**src/rtl/btn_pkg.sv**
```systemverilog
// Shared types, timing defaults and width helpers for the push-button
// conditioner bank.
package btn_pkg;

  // Auto-repeat state per channel; R_IDLE encodes as 0 so reset clears it.
  typedef enum logic {
    R_IDLE = 1'b0,
    R_HOLD = 1'b1
  } rep_state_t;

  // Default timing for a 50 MHz board clock.
  localparam int unsigned CLK_HZ         = 50_000_000;
  localparam int unsigned DEF_STABLE_CYC = CLK_HZ / 1000;  // 1 ms debounce
  localparam int unsigned DEF_REPEAT_DLY = CLK_HZ / 100;   // 10 ms to first repeat
  localparam int unsigned DEF_REPEAT_PER = CLK_HZ / 500;   // 2 ms between repeats

  // Bits needed to hold any value up to max(a, b).
  function automatic int unsigned clog2_max(input int unsigned a, input int unsigned b);
    int unsigned m;
    m = (a > b) ? a : b;
    return $clog2(m + 1);
  endfunction

endpackage

```
**src/rtl/btn_debounce_bank_if.sv**
```systemverilog
// Pin-side and strobe-side signal bundle of the button conditioner bank.
interface btn_debounce_bank_if #(
  parameter int unsigned N_CH = 4
);
  logic [N_CH-1:0] btn_i;
  logic [N_CH-1:0] sync_o;
  logic [N_CH-1:0] btn_o;
  logic [N_CH-1:0] press_o;
  logic [N_CH-1:0] release_o;
  logic [N_CH-1:0] repeat_o;

  // Consumer side: drives the raw pins, observes the conditioned outputs.
  modport master (
    output btn_i,
    input  sync_o, btn_o, press_o, release_o, repeat_o
  );

  // Conditioner side.
  modport slave (
    input  btn_i,
    output sync_o, btn_o, press_o, release_o, repeat_o
  );
endinterface

```
**src/rtl/debounce_ch.sv**
```systemverilog
// One button channel: two-flop synchroniser with polarity fix, stability
// counter, registered press/release strobes and optional auto-repeat.
module debounce_ch
  import btn_pkg::*;
#(
  parameter int unsigned STABLE_CYC = DEF_STABLE_CYC,
  parameter bit          ACTIVE_LOW = 1'b1,
  parameter bit          REPEAT_EN  = 1'b0,
  parameter int unsigned REPEAT_DLY = DEF_REPEAT_DLY,
  parameter int unsigned REPEAT_PER = DEF_REPEAT_PER
) (
  input  logic clk,
  input  logic rst_n,
  input  logic btn_i,
  output logic sync_o,
  output logic btn_o,
  output logic press_o,
  output logic release_o,
  output logic repeat_o
);

  localparam int unsigned CNT_W = $clog2(STABLE_CYC + 1);

  logic             s0;
  logic             s1;
  logic             lvl;
  logic [CNT_W-1:0] cnt;
  logic             press_q;
  logic             release_q;
  logic             accept;

  // Two-flop synchroniser; inversion happens before the first flop so s1 is pressed=1.
  always_ff @(posedge clk or negedge rst_n) begin
    if (!rst_n) begin
      s0 <= 1'b0;
      s1 <= 1'b0;
    end else begin
      s0 <= btn_i ^ ACTIVE_LOW;
      s1 <= s0;
    end
  end

  // New level is accepted once it has differed for STABLE_CYC consecutive cycles.
  always_comb accept = (s1 != lvl) && (cnt == CNT_W'(STABLE_CYC - 1));

  // Stability counter; any return to the debounced level restarts the window.
  always_ff @(posedge clk or negedge rst_n) begin
    if (!rst_n) begin
      cnt <= '0;
      lvl <= 1'b0;
    end else if (s1 == lvl) begin
      cnt <= '0;
    end else if (accept) begin
      lvl <= s1;
      cnt <= '0;
    end else begin
      cnt <= cnt + CNT_W'(1);
    end
  end

  // Edge strobes registered on the same edge the debounced level changes.
  always_ff @(posedge clk or negedge rst_n) begin
    if (!rst_n) begin
      press_q   <= 1'b0;
      release_q <= 1'b0;
    end else begin
      press_q   <= accept & s1;
      release_q <= accept & ~s1;
    end
  end

  assign sync_o    = s1;
  assign btn_o     = lvl;
  assign press_o   = press_q;
  assign release_o = release_q;

  if (REPEAT_EN) begin : g_rep
    localparam int unsigned R_W = clog2_max(REPEAT_DLY, REPEAT_PER);

    rep_state_t     state;
    logic [R_W-1:0] rcnt;
    logic           rep_q;

    // Repeat FSM keyed off the accept edge itself, so the first repeat lands
    // exactly REPEAT_DLY cycles after the press strobe and release suppresses
    // a repeat that would otherwise coincide with it.
    always_ff @(posedge clk or negedge rst_n) begin
      if (!rst_n) begin
        state <= R_IDLE;
        rcnt  <= '0;
        rep_q <= 1'b0;
      end else begin
        rep_q <= 1'b0;
        if (accept && !s1) begin
          state <= R_IDLE;
          rcnt  <= '0;
        end else begin
          case (state)
            R_IDLE: begin
              if (accept && s1) begin
                state <= R_HOLD;
                rcnt  <= R_W'(REPEAT_DLY - 1);
              end
            end
            R_HOLD: begin
              if (rcnt == '0) begin
                rep_q <= 1'b1;
                rcnt  <= R_W'(REPEAT_PER - 1);
              end else begin
                rcnt <= rcnt - R_W'(1);
              end
            end
            default: begin
              state <= R_IDLE;
              rcnt  <= '0;
            end
          endcase
        end
      end
    end

    assign repeat_o = rep_q;
  end else begin : g_norep
    assign repeat_o = 1'b0;
  end

endmodule

```
**src/rtl/btn_debounce_bank.sv**
```systemverilog
// Multi-channel push-button conditioner: N_CH independent debounce_ch
// instances whose outputs are concatenated onto the bank interface.
module btn_debounce_bank
  import btn_pkg::*;
#(
  parameter int unsigned N_CH       = 4,
  parameter int unsigned STABLE_CYC = DEF_STABLE_CYC,
  parameter bit          ACTIVE_LOW = 1'b1,
  parameter bit          REPEAT_EN  = 1'b0,
  parameter int unsigned REPEAT_DLY = DEF_REPEAT_DLY,
  parameter int unsigned REPEAT_PER = DEF_REPEAT_PER
) (
  input logic               clk,
  input logic               rst_n,
  btn_debounce_bank_if.slave bus
);

  logic [N_CH-1:0] sync_w;
  logic [N_CH-1:0] btn_w;
  logic [N_CH-1:0] press_w;
  logic [N_CH-1:0] release_w;
  logic [N_CH-1:0] repeat_w;

  for (genvar i = 0; i < N_CH; i++) begin : g_ch
    debounce_ch #(
      .STABLE_CYC (STABLE_CYC),
      .ACTIVE_LOW (ACTIVE_LOW),
      .REPEAT_EN  (REPEAT_EN),
      .REPEAT_DLY (REPEAT_DLY),
      .REPEAT_PER (REPEAT_PER)
    ) u_ch (
      .clk       (clk),
      .rst_n     (rst_n),
      .btn_i     (bus.btn_i[i]),
      .sync_o    (sync_w[i]),
      .btn_o     (btn_w[i]),
      .press_o   (press_w[i]),
      .release_o (release_w[i]),
      .repeat_o  (repeat_w[i])
    );
  end

  assign bus.sync_o    = sync_w;
  assign bus.btn_o     = btn_w;
  assign bus.press_o   = press_w;
  assign bus.release_o = release_w;
  assign bus.repeat_o  = repeat_w;

endmodule

```
**src/flat_wrapper.sv**
```systemverilog
// flat-port wrapper written by rule: the top's interface ports become plain ports
module btn_debounce_bank_flat import btn_pkg::*;
#(
  parameter int unsigned N_CH       = 4,
  parameter int unsigned STABLE_CYC = DEF_STABLE_CYC,
  parameter bit          ACTIVE_LOW = 1'b1,
  parameter bit          REPEAT_EN  = 1'b0,
  parameter int unsigned REPEAT_DLY = DEF_REPEAT_DLY,
  parameter int unsigned REPEAT_PER = DEF_REPEAT_PER
)
  (clk, rst_n, bus_btn_i, bus_sync_o, bus_btn_o, bus_press_o, bus_release_o, bus_repeat_o);
  btn_debounce_bank_if #(.N_CH(N_CH)) bus_i ();
  input logic clk;
  input logic rst_n;
  input wire logic [$bits(bus_i.btn_i)-1:0] bus_btn_i;
  output wire logic [$bits(bus_i.sync_o)-1:0] bus_sync_o;
  output wire logic [$bits(bus_i.btn_o)-1:0] bus_btn_o;
  output wire logic [$bits(bus_i.press_o)-1:0] bus_press_o;
  output wire logic [$bits(bus_i.release_o)-1:0] bus_release_o;
  output wire logic [$bits(bus_i.repeat_o)-1:0] bus_repeat_o;
  assign bus_i.btn_i = bus_btn_i;
  assign bus_sync_o = bus_i.sync_o;
  assign bus_btn_o = bus_i.btn_o;
  assign bus_press_o = bus_i.press_o;
  assign bus_release_o = bus_i.release_o;
  assign bus_repeat_o = bus_i.repeat_o;
  btn_debounce_bank #(.N_CH(N_CH), .STABLE_CYC(STABLE_CYC), .ACTIVE_LOW(ACTIVE_LOW), .REPEAT_EN(REPEAT_EN), .REPEAT_DLY(REPEAT_DLY), .REPEAT_PER(REPEAT_PER)) u_core (.clk(clk), .rst_n(rst_n), .bus(bus_i));
endmodule
```
**config.mk**
```make
export PLATFORM = sky130hd
export DESIGN_NAME = btn_debounce_bank_flat
export DESIGN_NICKNAME = d
export VERILOG_FILES = /design/src/rtl/btn_pkg.sv /design/src/rtl/btn_debounce_bank_if.sv /design/src/rtl/debounce_ch.sv /design/src/rtl/btn_debounce_bank.sv /design/src/flat_wrapper.sv
export SDC_FILE = /design/constraint.sdc
export NUM_CORES = 1
export LEC_CHECK = 0
export CAP_MARGIN = 20
export CELL_PAD_IN_SITES_DETAIL_PLACEMENT = 1
export CELL_PAD_IN_SITES_GLOBAL_PLACEMENT = 1
export CORE_UTILIZATION = 47
export DETAILED_ROUTE_END_ITERATION = 10
export GPL_TIMING_DRIVEN = 1
export PLACE_DENSITY_LB_ADDON = 0.3
export SLEW_MARGIN = 40
export SYNTH_ARGS = -nofsm -noshare
export SYNTH_HDL_FRONTEND = slang
export SYNTH_SLANG_ARGS = --single-unit
```
**constraint.sdc**
```tcl
create_clock -name clk -period 2.7 [get_ports clk]
set_input_delay 0.405 -clock clk [delete_from_list [all_inputs] [get_ports clk]]
set_output_delay 0.405 -clock clk [all_outputs]
set_load 0.03 [all_outputs]
```
---- Word-level counts from Yosys, hierarchy flattened ----
Index checks and enable logic that the tools add are counted.
storage, ports and cells
  bits in registers ....................... 84
  input port bits ......................... 6
  output and inout bits ................... 20
  word-level logic and storage cells ...... 76
cells by class
  $add $sub $neg .......................... 4
  eq/ne operators ......................... 12
  mux-type cells .......................... 8
  bitwise operators ....................... 20
  reduce and logical (&&, ||, !) cells .... 8
operators with widths
  kind                   count
  $mux 16                8
  $add 16x1->16 const B  4
  $eq 16x16->1 const B   4
  $not 1->1              12
  $and 1x1->1            8
  $reduce_and 2->1       4
  $eq 1x1->1             4
  $logic_and 1x1->1      4
  $ne 1x1->1             4

---- Logic depth before layout (Yosys ltp) ----
  depth in word-level cells ............... 4
  gate-level depth with buffers ........... 6
  mapped depth without buffers ............ 5

---- Modules after synthesis ----
A second synthesis with hierarchy kept.
second synthesis, totals
  cells, all modules ...................... 360
  area total of the unflattened synthesis .. 4078.9 µm²
modules (own cells, without submodules)
  module       times used  cells an instance  area each (µm²)  seq. area each (µm²)
  debounce_ch  4           90                 1019.7           525.5

---- Worst setup path after synthesis ----
No wires, ideal clock.
  path kind ............................... register to register
  start ................................... register u_core.g_ch[0].u_ch.cnt[4]
  end ..................................... register u_core.g_ch[0].u_ch.lvl
  setup time .............................. 0.125 ns
  arrival ................................. 1.766 ns
  data required time ...................... 2.575 ns
  setup slack ............................. 0.809 ns
  stages on the path, launching flop included .. 4
  buffers on the path ..................... 0
  period minus slack after synthesis ...... 1.891 ns
  path through ............................ dfrtp_1 or4b_1 or4_4 mux2_4
between the ends
  word-level cells in the longest chain between the ends .. 3
RTL lines
  element                     line               text
  from (decl)                 debounce_ch.sv:27  logic [CNT_W-1:0] cnt;
  from (signal assigned)      debounce_ch.sv:57  cnt <= cnt + CNT_W'(1);
  $eq 16x16->1                debounce_ch.sv:44  always_comb accept = (s1 != lvl) && (cnt == CNT_W'(STABLE_CYC - 1));
  $logic_and 1x1->1           debounce_ch.sv:44
  $reduce_and 2->1 (no line)  --
  to (signal assigned)        debounce_ch.sv:50  lvl <= 1'b0;
  to (signal assigned)        debounce_ch.sv:54  lvl <= s1;
  to (decl)                   debounce_ch.sv:26  logic lvl;
Every way passes these cells.
A chain may end at the register's enable or synchronous reset.

---- Final worst setup path ----
Ends and elaborated chain as after synthesis.

==> impl_metrics.toml <==
[sta]
upper_clock_frequency_limit_ghz = 0.510
slew_headroom = 0.590
setup_viol = 0
worst_hold_slack_ps = 58.7
final.setup.tns_ps = 0
period_minus_slack_ps = 1960
rsz0062_at_grt = "no"
final_max_slew_viol_count = 0
hold_viol_final = 0
final_critical_path_setup_slack_ps = 739
period_share = 0.726
clock-skew-final_ps = 12.9
worst_pin_slew_ps = 614

[global_route]
gr-usage-all-layers = 0.198
grt_max_degree = 49
vias_in_the_first_global_route = 2877
grt.met1_usage = 0.262
met3_capacity_usage_during_global_routing = 0.0388
remaining_global_route_overflow = 0
grt_pass1_wl_um = 13600
gr-usage-met2 = 0.315
grt_antenna_before_repair = 0
top_usage_layer_grt = "met2"

[clock_network]
cts_root_buf = "clkbuf_8"
clkTransAtPathRegs_ps = 80
cts_made_buffers = 9
cts.repair.resized = 0
cts-hold-fix-buffers = 0
cts_post_setup_buffers_inserted = 0
cts-root-to-sink-buffers = 2
tritoncts = "built"
clock-sinks = 84
clock_tree.htree_level_count = 3
clk-insertion-delay-late_ps = 350

[final_layout]
instances_no_fill = 506
drive_above_1_share = 0.0723
multi_input_area_um2 = 1650
area_delta_synth_final_pct = 9.06
num_antenna_cells = 0
layout.area.seq_um2 = 2100
num-nets-final = 406
finalCoreUtilization = 0.530
n_fill_cell = 932
final_instance_area_um2 = 4350

[yosys]
postSynthAreaPerCell_um2 = 10.4
post-synth-top-count-cell = "dfrtp_1"
synthesis.instances = 385
combinational_family_with_the_most_area_after_synthesis = "simple AND/OR/NAND/NOR gates"
synth_area_in_compound_gates = 0.00251
netlist_top_cells_area = "dfrtp_1 (53%), xnor2_1 (11%), nor2_1 (7.0%), buf_4 (3.9%), nand4_1 (2.8%)"
synth_sequential_area_ratio = 0.526
syn_area_um2 = 3990
yosys.area_share.xor_xnor = 0.129
synth.largest_area_cell = "dfrtp_1"
netlist_top_cells_count = "dfrtp_1 (84), nor2_1 (74), xnor2_1 (49)"
yosys.cell_types.count = 36
post_synth_fa_ha_maj_area_fraction = 0.0125
fraction_of_synthesized_cell_area_taken_by_the_top_area_cell_type = 0.526
ys_warn_count = 0
synth_simple_gate_area_share = 0.252
postSynthRegisterBits = 84
synth-edff-count = 0
synth_mux_area_frac = 0.0132
synth_top_flop_cell = "dfrtp_1"
synth-async-reset-ratio = 1.00

[route]
via_per_inst = 5.32
total_via_count_after_detailed_routing = 2692
average_wire_length_per_cell_after_detail_routing_um = 15.1
final_antenna_net_count = 0
remaining_drc_errors = 0
drt_first_pass_iters = 4
first_iter_violations = 78
postRouteWirelength_um = 7640

[min_path]
hold_class = "input pin to async pin"

[floorplanning]
die_area_um2 = 8870
initial_utilization = 0.486
core.rowCount = 33
die_width_um = 94.2
io_pins = 26
chipHeight_um = 94.2
core_area_um2 = 8220

[run]
maxCapViolations = 0

[worst_setup_path]
timing.critical_path.arrival_ps = 2190
path_class = "flop to flop"
critical_path_required_ps = 2930
startpoint_type = "flop"
setup.worst_path.end_class = "flop"
timing.critical_path.fanout_max = 5

[placement]
place.detailed.instances = 490
dp_slack_ps = 698
port_buffers = 21
hpwlAfterDp_um = 5280
place_area_um2 = 4180
routability_congestion = 0.800

[pwr]
totalPowerFinal_mw = 2.22
power.leakage_nw = 1.74
power-per-cell-area_nw_per_um2 = 509
peakVddDrop_uv = 294

[run_status]
status = "completed"
[cell type report]
type | count | area share
Clock inverter | 4 | 0.00546
Sequential cell | 84 | 0.483
Timing Repair Buffer | 22 | 0.0523
Tap cell | 105 | 0.0302
Inverter | 17 | 0.0147
Multi-Input combinational cell | 262 | 0.379
Clock buffer | 12 | 0.0356
[layer usage]
layer / routed length [um] / up-vias / share of wire
li1: - / 1294 / -
met1: 3670 / 1355 / 0.48
met2: 3670 / 35 / 0.48
met3: 203 / 8 / 0.027
met4: 104 / 0 / 0.014
met5: 0 / - / 0
[power by group]
group / switching [mW] / leakage, nW / total, mW / internal [mW]
Clock: 0.439 / 0.0961 / 0.821 / 0.382
Combinational: 0.0672 / 0.496 / 0.0987 / 0.0315
Sequential: 0.0212 / 1.15 / 1.30 / 1.28
[logic make-up (layout without fill, tap and decap cells)]
family | Yosys count | count (layout)
AO/OA/AOI/OAI | 2 | 2
AND/OR/NAND/NOR | 189 | 189
buffers and inverters | 42 | 55
adder cells (fa/ha/maj) | 4 | 4
other | 1 | 4
multiplexers | 4 | 4
XOR/XNOR | 59 | 59
flip-flops | 84 | 84
[flip-flops by register name, summed over array words and instances (netlist names)]
name                        cells
u_core.g_ch.u_ch.cnt           64
u_core.g_ch.u_ch.btn_o          4
u_core.g_ch.u_ch.press_o        4
u_core.g_ch.u_ch.release_o      4
u_core.g_ch.u_ch.s0             4
u_core.g_ch.u_ch.sync_o         4
[critical path, cell delays in order, from the launching register on]
cell	delay, ps
dfrtp_1	420
or4b_1	530
or4_4	580
mux2_4	320
[final timing paths]
check | start | end | slack (ps) | cells after the start
max | u_core.g_ch[0].u_ch.cnt[4] | u_core.g_ch[0].u_ch.btn_o | 740 | 3
min | rst_n | u_core.g_ch[2].u_ch.cnt[7] | 60 | 1
max reg2reg | u_core.g_ch[0].u_ch.cnt[4] | u_core.g_ch[0].u_ch.btn_o | 740 | 3
min reg2reg | u_core.g_ch[1].u_ch.s0 | u_core.g_ch[1].u_ch.sync_o | 350 | 0
max in group asynchronous | rst_n | u_core.g_ch[0].u_ch.cnt[6] | 2010 | 2
min in group clk | u_core.g_ch[1].u_ch.s0 | u_core.g_ch[1].u_ch.sync_o | 350 | 0
[placed cells by master (no fill, tap or decap), types with 2 or more instances in the layout]
cell and count:
and3_1 3, clkbuf_8 11, clkdlybuf4s50_1 20, clkinv_2 3
conb_1 4, dfrtp_1 84, ha_1 4, inv_1 17
mux2_4 2, nand2_1 12, nand2_4 2, nand3_1 19
nand4_1 18, nand4b_1 2, nand4bb_1 3, nor2_1 74
nor3_1 16, nor3b_1 9, nor4_1 13, nor4b_1 2
nor4bb_1 2, or2_2 2, or3_1 4, or4_4 2
xnor2_1 49, xor2_1 10
(Power assumes the default switching activity.)
